### src/rtl/regfile_scoreboard_pkg.sv
// Shared definitions for the decode-stage register file / scoreboard.
package regfile_scoreboard_pkg;

  localparam int unsigned REG_WIDTH_D = 32;
  localparam int unsigned NUM_REGS_D  = 16;
  localparam int unsigned IDXW_D      = $clog2(NUM_REGS_D);

  // NZP condition-code encodings
  localparam logic [2:0] CC_NONE = 3'b000;
  localparam logic [2:0] CC_N    = 3'b100;
  localparam logic [2:0] CC_Z    = 3'b010;
  localparam logic [2:0] CC_P    = 3'b001;

  // One writeback port at the default geometry
  typedef struct packed {
    logic                   en;
    logic [IDXW_D-1:0]      idx;
    logic [REG_WIDTH_D-1:0] data;
    logic                   set_cc;
  } wb_port_t;

  // Sign wins over zero; a value with the sign bit set is never zero anyway
  function automatic logic [2:0] cc_encode(input logic sign, input logic zero);
    if (sign)      return CC_N;
    else if (zero) return CC_Z;
    else           return CC_P;
  endfunction

endpackage

### src/rtl/regfile_scoreboard_pending_counter.sv
// Saturating in-flight write counter: one increment and up to NUM_WB
// decrements per cycle; an attempted drop below zero is flagged.
module pending_counter
  import regfile_scoreboard_pkg::*;
#(
  parameter int unsigned CNT_WIDTH = 2,
  parameter int unsigned NUM_WB    = 2
) (
  input  logic                 I_CLOCK,
  input  logic                 I_RESET,
  input  logic                 inc,
  input  logic [NUM_WB-1:0]    dec,
  output logic [CNT_WIDTH-1:0] count,
  output logic                 next_zero,
  output logic                 full,
  output logic                 underflow
);

  localparam int unsigned EW = CNT_WIDTH + $clog2(NUM_WB + 1) + 1;

  logic [EW-1:0]        ndec;
  logic [EW-1:0]        cnt_ext;
  logic [EW-1:0]        avail;
  logic [CNT_WIDTH-1:0] next_cnt;

  assign cnt_ext = EW'(count);

  // Number of writebacks retiring against this counter this cycle
  always_comb begin
    ndec = '0;
    for (int unsigned p = 0; p < NUM_WB; p++) begin
      ndec = ndec + EW'(dec[p]);
    end
  end

  // Drain test ignores the increment so issue readiness never depends on accept
  assign next_zero = (cnt_ext <= ndec);
  assign full      = &count;

  // Net update with saturation at zero
  always_comb begin
    avail     = cnt_ext + EW'(inc);
    underflow = (avail < ndec);
    next_cnt  = underflow ? '0 : CNT_WIDTH'(avail - ndec);
  end

  // Counter state
  always_ff @(posedge I_CLOCK or posedge I_RESET) begin
    if (I_RESET) count <= '0;
    else         count <= next_cnt;
  end

endmodule

### src/rtl/regfile_scoreboard.sv
// Decode-stage register file with per-register pending counters,
// multi-port writeback, same-cycle bypass and registered operands.
module regfile_scoreboard
  import regfile_scoreboard_pkg::*;
#(
  parameter  int unsigned NUM_REGS  = NUM_REGS_D,
  parameter  int unsigned REG_WIDTH = REG_WIDTH_D,
  parameter  int unsigned NUM_WB    = 2,
  parameter  int unsigned CNT_WIDTH = 2,
  localparam int unsigned IDXW      = $clog2(NUM_REGS)
) (
  input  logic                        I_CLOCK,
  input  logic                        I_RESET,
  input  logic                        I_LOCK,
  input  logic                        I_IssueValid,
  input  logic                        I_Src1Used,
  input  logic                        I_Src2Used,
  input  logic [IDXW-1:0]             I_Src1Idx,
  input  logic [IDXW-1:0]             I_Src2Idx,
  input  logic                        I_DestValid,
  input  logic [IDXW-1:0]             I_DestIdx,
  input  logic                        I_CCUsed,
  input  logic                        I_CCSet,
  input  logic [NUM_WB-1:0]           I_WbEnable,
  input  logic [NUM_WB*IDXW-1:0]      I_WbIdx,
  input  logic [NUM_WB*REG_WIDTH-1:0] I_WbData,
  input  logic [NUM_WB-1:0]           I_WbSetCC,
  output logic                        O_DepStall,
  output logic                        O_Valid,
  output logic [REG_WIDTH-1:0]        O_Src1Value,
  output logic [REG_WIDTH-1:0]        O_Src2Value,
  output logic [2:0]                  O_CC,
  output logic                        O_WbError
);

  logic [REG_WIDTH-1:0] rf [NUM_REGS];
  logic [IDXW-1:0]      wb_idx [NUM_WB];
  logic [REG_WIDTH-1:0] wb_data [NUM_WB];
  logic [NUM_WB-1:0]    dec_match [NUM_REGS];

  logic [NUM_REGS-1:0]  inc_vec;
  logic [NUM_REGS-1:0]  ready_vec;
  logic [NUM_REGS-1:0]  full_vec;
  logic [NUM_REGS-1:0]  uflow_vec;
  logic [CNT_WIDTH-1:0] pend_count_unused [NUM_REGS];

  logic                 cc_inc;
  logic                 cc_drained;
  logic                 cc_uflow;
  logic                 cc_full_unused;
  logic [CNT_WIDTH-1:0] cc_count_unused;

  logic                 src1_ready;
  logic                 src2_ready;
  logic                 cc_ready;
  logic                 dest_blocked;
  logic                 accept;
  logic [REG_WIDTH-1:0] src1_val;
  logic [REG_WIDTH-1:0] src2_val;
  logic                 cc_wr;
  logic [2:0]           cc_next;

  // Split the flattened writeback buses into per-port fields
  always_comb begin
    for (int unsigned p = 0; p < NUM_WB; p++) begin
      wb_idx[p]  = I_WbIdx[p*IDXW +: IDXW];
      wb_data[p] = I_WbData[p*REG_WIDTH +: REG_WIDTH];
    end
  end

  // Per-register vector of enabled writeback ports targeting it
  always_comb begin
    for (int unsigned r = 0; r < NUM_REGS; r++) begin
      for (int unsigned p = 0; p < NUM_WB; p++) begin
        dec_match[r][p] = I_WbEnable[p] && (wb_idx[p] == IDXW'(r));
      end
    end
  end

  assign src1_ready   = !I_Src1Used || ready_vec[I_Src1Idx];
  assign src2_ready   = !I_Src2Used || ready_vec[I_Src2Idx];
  assign cc_ready     = !I_CCUsed || cc_drained;
  assign dest_blocked = I_DestValid && full_vec[I_DestIdx] && !(|dec_match[I_DestIdx]);

  assign O_DepStall = I_LOCK && I_IssueValid &&
                      (!src1_ready || !src2_ready || !cc_ready || dest_blocked);
  assign accept     = I_LOCK && I_IssueValid && !O_DepStall;
  assign cc_inc     = accept && I_CCSet;

  // Destination claim for the accepted instruction
  always_comb begin
    for (int unsigned r = 0; r < NUM_REGS; r++) begin
      inc_vec[r] = accept && I_DestValid && (I_DestIdx == IDXW'(r));
    end
  end

  for (genvar r = 0; r < NUM_REGS; r++) begin : g_pend
    pending_counter #(
      .CNT_WIDTH (CNT_WIDTH),
      .NUM_WB    (NUM_WB)
    ) u_pend (
      .I_CLOCK   (I_CLOCK),
      .I_RESET   (I_RESET),
      .inc       (inc_vec[r]),
      .dec       (dec_match[r]),
      .count     (pend_count_unused[r]),
      .next_zero (ready_vec[r]),
      .full      (full_vec[r]),
      .underflow (uflow_vec[r])
    );
  end

  pending_counter #(
    .CNT_WIDTH (CNT_WIDTH),
    .NUM_WB    (NUM_WB)
  ) u_cc_pend (
    .I_CLOCK   (I_CLOCK),
    .I_RESET   (I_RESET),
    .inc       (cc_inc),
    .dec       (I_WbSetCC),
    .count     (cc_count_unused),
    .next_zero (cc_drained),
    .full      (cc_full_unused),
    .underflow (cc_uflow)
  );

  // Operand read: highest-numbered matching writeback overrides the RF
  always_comb begin
    src1_val = rf[I_Src1Idx];
    src2_val = rf[I_Src2Idx];
    for (int unsigned p = 0; p < NUM_WB; p++) begin
      if (I_WbEnable[p] && (wb_idx[p] == I_Src1Idx)) src1_val = wb_data[p];
      if (I_WbEnable[p] && (wb_idx[p] == I_Src2Idx)) src2_val = wb_data[p];
    end
  end

  // Condition code from the highest-numbered CC-retiring port
  always_comb begin
    cc_wr   = 1'b0;
    cc_next = O_CC;
    for (int unsigned p = 0; p < NUM_WB; p++) begin
      if (I_WbSetCC[p]) begin
        cc_wr   = 1'b1;
        cc_next = cc_encode(wb_data[p][REG_WIDTH-1], wb_data[p] == '0);
      end
    end
  end

  // Register write: later ports overwrite earlier ones, so the highest wins
  always_ff @(posedge I_CLOCK or posedge I_RESET) begin
    if (I_RESET) begin
      for (int unsigned r = 0; r < NUM_REGS; r++) rf[r] <= '0;
    end else begin
      for (int unsigned r = 0; r < NUM_REGS; r++) begin
        for (int unsigned p = 0; p < NUM_WB; p++) begin
          if (dec_match[r][p]) rf[r] <= wb_data[p];
        end
      end
    end
  end

  // Operand capture toward execute; values hold when nothing issues
  always_ff @(posedge I_CLOCK or posedge I_RESET) begin
    if (I_RESET) begin
      O_Valid     <= 1'b0;
      O_Src1Value <= '0;
      O_Src2Value <= '0;
    end else begin
      O_Valid <= accept;
      if (accept) begin
        O_Src1Value <= src1_val;
        O_Src2Value <= src2_val;
      end
    end
  end

  // Condition-code register
  always_ff @(posedge I_CLOCK or posedge I_RESET) begin
    if (I_RESET)    O_CC <= CC_NONE;
    else if (cc_wr) O_CC <= cc_next;
  end

  // Sticky flag for writebacks that found nothing pending
  always_ff @(posedge I_CLOCK or posedge I_RESET) begin
    if (I_RESET)                       O_WbError <= 1'b0;
    else if ((|uflow_vec) || cc_uflow) O_WbError <= 1'b1;
  end

endmodule

### config.mk
export PLATFORM = sky130hd
export DESIGN_NAME = regfile_scoreboard
export DESIGN_NICKNAME = d
export VERILOG_FILES = /design/src/rtl/regfile_scoreboard_pkg.sv /design/src/rtl/regfile_scoreboard_pending_counter.sv /design/src/rtl/regfile_scoreboard.sv
export SDC_FILE = /design/constraint.sdc
export NUM_CORES = 2
export LEC_CHECK = 0
export CORE_AREA = 3 3 322 324
export DETAILED_ROUTE_END_ITERATION = 10
export DIE_AREA = 0 0 325 327
export GPL_ROUTABILITY_DRIVEN = 0
export PLACE_DENSITY_LB_ADDON = 0.3
export SLEW_MARGIN = 10
export SYNTH_ARGS = -nofsm -noshare
export SYNTH_HDL_FRONTEND = slang
export SYNTH_SLANG_ARGS = --single-unit
### constraint.sdc
create_clock -name I_CLOCK -period 48.8 [get_ports I_CLOCK]
set_clock_uncertainty 0.05 [all_clocks]
set_input_delay 14.64 -clock I_CLOCK [delete_from_list [all_inputs] [get_ports I_CLOCK]]
set_output_delay 14.64 -clock I_CLOCK [all_outputs]
set_load 0.005 [all_outputs]
# Word level (Yosys, flattened, before mapping)
# Cells that the tools add are included.
[word_totals]
out_inout_bits = 70
in_bits = 97
elab_cells = 372
ff_bits = 615
[classes]
n_eq_ne = 49
addsub = 51
order_cmp = 40
n_reduce_logical = 115
bitwise = 3
muxes = 76
[op_table]
columns = ["cell", "count"]
rows = [
  ["$mux 32", 40],
  ["$bmux 32 s4", 2],
  ["$eq 4x4->1 const B", 24],
  ["$le 2x5->1", 17],
  ["$logic_not 32->1", 2],
  ["$logic_and 1x1->1", 59],
  ["$add 2x1->3", 17],
  ["$lt 3x2->1", 17],
  ["$eq 4x3->1 const B", 12],
  ["$mux 2", 21],
  ["$add 1x1->2", 17],
  ["$reduce_and 2->1", 17],
  ["$reduce_bool 2->1", 17],
  ["$sub 2x2->2", 17],
  ["$eq 4x2->1 const B", 6],
  ["$eq 4x4->1", 4],
  ["$reduce_or 16->1", 1],
  ["$ge 5x5->1 const B", 3],
  ["$lt 4x5->1 const B", 3],
  ["$not 4->5", 3],
  ["$bmux 1 s4", 3],
  ["$eq 4x1->1 const B", 3],
  ["$logic_not 4->1", 3],
  ["$mux 3", 4],
  ["5 further kinds", 22],
]

# Logic depth before layout (Yosys ltp)
[depth]
depth_word = 20
ltp_mapped = 26
depth_no_buf = 23

# Modules after synthesis
# Synthesis repeated with hierarchy kept, for this count alone.
[unflattened]
hier_cells = 3778
area_unflattened_um2 = 40624.0
[by_module_without_submodules]
columns = ["module", "seq_area_each_um2", "instances", "area_each_um2", "cells_per_inst"]
rows = [
  ["regfile_scoreboard", 14538.9, 1, 36837.8, 3404],
  ["pending_counter", 50.0, 17, 222.7, 22],
]

# Least setup slack after synthesis
# No wires, ideal clock.
[synth_path]
kind = "input to output"
startpoint = "in I_WbIdx[7]"
endpoint = "out O_DepStall"
setup_slack_ns = 16.462
t_required_ns = 34.110
cell_stages = 14
path_buffers = 2
t_arrival_ns = 17.648
path_cell_list = "buf_2 or3b_4 nor2_4 buf_1 ha_1 inv_1 ha_1 nor2b_1 o21ai_0 mux4_2 a211o_1 o31ai_1 a32oi_1 a21oi_1"
[synth_via]
elab_chain_len = 12
elab_cells_between_ends = 82
cone_classes = "add/sub (16); order compare (16); eq/ne (15); mux (7); reduce/logical (28)"
[synth_lines]
columns = ["element", "line_no", "source"]
rows = [
  ["from (decl)", "regfile_scoreboard.sv:25", "input logic [NUM_WB*IDXW-1:0] I_WbIdx,"],
  ["$eq 4x1->1 (tied with other cells)", "regfile_scoreboard.sv:75", "dec_match[r][p] = I_WbEnable[p] && (wb_idx[p] == IDXW'(r));"],
  ["$logic_and 1x1->1", "regfile_scoreboard.sv:75", ""],
  ["$add 1x1->2", "regfile_scoreboard_pending_counter.sv:32", "ndec = ndec + EW'(dec[p]);"],
  ["$le 2x5->1", "regfile_scoreboard_pending_counter.sv:37", "assign next_zero = (cnt_ext <= ndec);"],
  ["$bmux 1 s4 (on tied branches)", "regfile_scoreboard.sv:80, regfile_scoreboard.sv:81", ""],
  ["$mux 1 (on tied branches)", "regfile_scoreboard.sv:80, regfile_scoreboard.sv:81", ""],
  ["$logic_or 1x1->1 (on tied branches)", "regfile_scoreboard.sv:80, regfile_scoreboard.sv:81", ""],
  ["$logic_not 1->1", "regfile_scoreboard.sv:86", "(!src1_ready || !src2_ready || !cc_ready || dest_blocked);"],
  ["$logic_or 1x1->1 (2 in a row)", "regfile_scoreboard.sv:86", ""],
  ["$logic_or 1x1->1 (*)", "regfile_scoreboard.sv:86", ""],
  ["$logic_and 1x1->1 (*)", "regfile_scoreboard.sv:85", "assign O_DepStall = I_LOCK && I_IssueValid &&"],
  ["to (decl)", "regfile_scoreboard.sv:28", "output logic O_DepStall,"],
]
# Mark *: on every way between the ends. The rest lies on a longest branch, timed or not. The select of a mux whose other input is x is not followed.

# Final worst setup path
[layout_path]
startpoint = "in I_WbIdx[5]"
endpoint = "out O_DepStall"
# The elaborated chain is that of the path after synthesis.

==> metrics.md <==
| Metric | Value |
|---|---|
| Post-Layout Inst Area | `0.04547 mm^2` |
| Period utilization | `about 70%` |
| Post-synthesis sequential area ratio | `38.09%` |
| CTS Root Cell | `clkbuf_16` |
| Total track usage | `24.68%` |
| Fillers | `9349` |
| Vias/cell | `5.911` |
| WL final | `132.0 mm` |
| Clk sink count | `615` |
| Area of the core | `0.1014 mm^2` |
| Top_reg_cell synth | `dfrtp_1` |
| Hold buffers post-CTS | `0` |
| Post-synth top area cell | `dfrtp_1` |
| Wire length per cell | `~26 um` |
| Netlist cell types | `63` |
| DRC viols | `0` |
| Layout net count | `between 3000 and 4000` |
| Post-CTS setup buffers | `0` |
| Syn avg cell area | `approximately 11 um^2` |
| Die X | `325 um` |
| Chip height | `327 um` |
| Max-cap viol count | `0` |
| Hold WC Path Type | `flop to flop` |
| Total gr overflow | `0` |
| Worst hold slack | `0.4445 ns` |
| Setup slack after layout | `approximately 15 ns` |
| Most numerous cell in the Yosys netlist | `nand2_1` |
| Die area | `0.1063 mm^2` |
| Starting density of the core | `39.82%` |
| Utilization after layout | `about 45%` |
| CP Max Fanout | `33` |
| EDFF count, synth | `0` |
| Area of the multi-input gates | `0.02324 mm^2` |
| Max-slew violations | `0` |
| Cell Pwr Density | `39.27 mW/mm^2` |
| Fin Setup TNS | `0 ns` |
| Post-DP HPWL | `roughly 75 mm` |
| Synth Instances | `roughly 3800` |
| Crit path required time | `34.11 ns` |
| Critical path class | `primary input to primary output` |
| Synthesized flop and latch total | `615` |
| First-pass GRT wire length | `199.9 mm` |
| 1st-pass router iterations | `6` |
| I/O Buffers | `between 150 and 200` |
| Arrival time worst endpoint | `19.36 ns` |
| Crit path capture type | `primary output` |
| Dpl ws | `between 10 and 15 ns` |
| Antenna violations before repair | `2` |
| Worst-margin pin slew | `just over 1 ns` |
| Synth top area share | `38.09%` |
| Layout overhead on the synthesized area | `12.55%` |
| RSZ-0062 raised after global routing | `no` |
| Synth top cells by count | `nand2_1, dfrtp_1, o21ai_0` |
| Top cells by area, synth | `dfrtp_1, mux4_2, mux2i_1` |
| Count of endpoints failing hold in the final timing report | `0` |
| Share of cells above drive strength 1 | `17.41%` |
| Cts bufs inserted | `72` |
| Post-synthesis async set-or-reset flop share | `100.0%` |
| Pwr Total | `approximately 1.8 mW` |
| Clock slew at reported path FFs | `0.06 ns` |
| Startpoint types | `primary input` |
| Number of global-route vias before repair | `30450` |
| Clock tree buffer depth | `3` |
| LEAKAGE | `20.03 nW` |
| Min Tclk post-route | `34.05 ns` |
| H-tree levels | `3` |
| Fin cells | `5109` |
| Placed Area | `roughly 0.043 mm^2` |
| Worst ir drop on vdd | `29.05 uV` |
| DR vias | `30200` |
| Slew margin rel. | `32.21%` |
| Status | `complete, no violations` |
| Largest net degree at the start of global routing | `163` |
| Synth warnings | `0` |
| IO Pins | `about 170` |
| Post-route ant nets | `0` |
| Storage cell area | `0.01539 mm^2` |
| Syn_nets | `~4000` |
| Peak Freq | `29.37 MHz` |
| Placed insts | `4986` |
| Clock Latency Late Sink | `0.64 ns` |
| CTS tree | `done` |
| Core Rows | `117` |
| Post-CTS resize count | `0` |
| Final setup viols | `0` |
| Drt initial violations | `between 2000 and 3000` |
| Synthesized area | `0.04040 mm^2` |
-- worst max-delay path: stages --
cell and delay (ns):
clkdlybuf4s50_1 0.75, nand2_1 0.34, nor2_4 0.18, buf_4 0.64, inv_1 0.22, ha_4 0.34
ha_1 0.22, nand2_1 0.06, o21ai_0 0.11, mux4_2 0.49, a211o_1 0.34, o31ai_1 0.16
a32oi_1 0.15, a21oi_1 0.17, clkdlybuf4s50_1 0.52
-- cells by family (layout without fill, tap and decap cells) --
group	after synthesis	count (layout)	synth area share, %
mux	949	949	34.29
buf+inv	494	483	4.869
compound gates	675	675	8.656
other cells	0	1	0
simple gates	847	847	8.802
flops	615	615	38.09
xor+xnor	35	35	0.7588
fa+ha+maj	136	136	4.528
-- power breakdown --
| group | leakage [nW] | switching [mW] | internal (mW) | total (mW) |
|---|---|---|---|---|
| Sequential | 7.75 | 0.0980 | 0.643 | 0.741 |
| Clock | 1.14 | 0.234 | 0.312 | 0.546 |
| Combinational | 11.1 | 0.217 | 0.282 | 0.499 |
-- state kept, by name (all words and copies together), names as in the netlist --
name and flops:
O_WbError 1, O_Src1Value 32, g_pend.u_pend.count 32, O_CC 3
rf 512, O_Valid 1, O_Src2Value 32, u_cc_pend.count 2
-- per-layer routing --
| metal | vias to the layer above | share of wire, % | track usage (%) |
|---|---|---|---|
| met5 | - | 0.0098 | 0 |
| li1 | 13330 | - | - |
| met3 | 264 | 7.3 | 4.133 |
| met4 | 2 | 3.4 | 8.769 |
| met1 | 15370 | 42 | 33.26 |
| met2 | 1236 | 48 | 40.37 |
-- placed cells by master (no fill, tap or decap), types with 17 or more instances in the layout --
cell type,netlist,final
fa_1,17,17
xnor2_1,23,23
buf_4,1,105
nor4_1,27,25
clkbuf_16,0,74
mux2i_1,562,562
dfrtp_1,615,615
mux2_4,62,62
a21oi_1,38,38
and2_1,17,17
mux4_2,323,323
ha_1,119,103
nor2b_1,25,25
o21ai_0,600,600
clkdlybuf4s50_1,0,158
nor2_1,74,68
nor3_1,18,18
nand2_1,628,628
inv_1,83,82
-- path summary, 6_finish.rpt --
check | from | cells past startpoint | slack [ns] | end
max | I_WbIdx[5] | 15 | 14.75 | O_DepStall
min in group asynchronous | I_RESET | 2 | 14.52 | O_Src2Value[2]
max reg2reg | g_pend[3].u_pend.count[1] | 16 | 43.56 | O_WbError
min | rf[165] | 2 | 0.44 | rf[165]
max in group asynchronous | I_RESET | 5 | 31.23 | O_Src1Value[22]
min reg2reg | rf[165] | 2 | 0.44 | rf[165]
-- final cells by class --
type,instances,area share [%]
Tap cell,1368,3.764
Antenna cell,1,0.005503
Timing Repair Buffer,270,5.393
Sequential cell,615,33.85
Clock buffer,102,4.634
Clock inverter,20,0.4843
Inverter,91,0.7677
Multi-Input combinational cell,2642,51.10
Power figures use the tool's default switching activity.
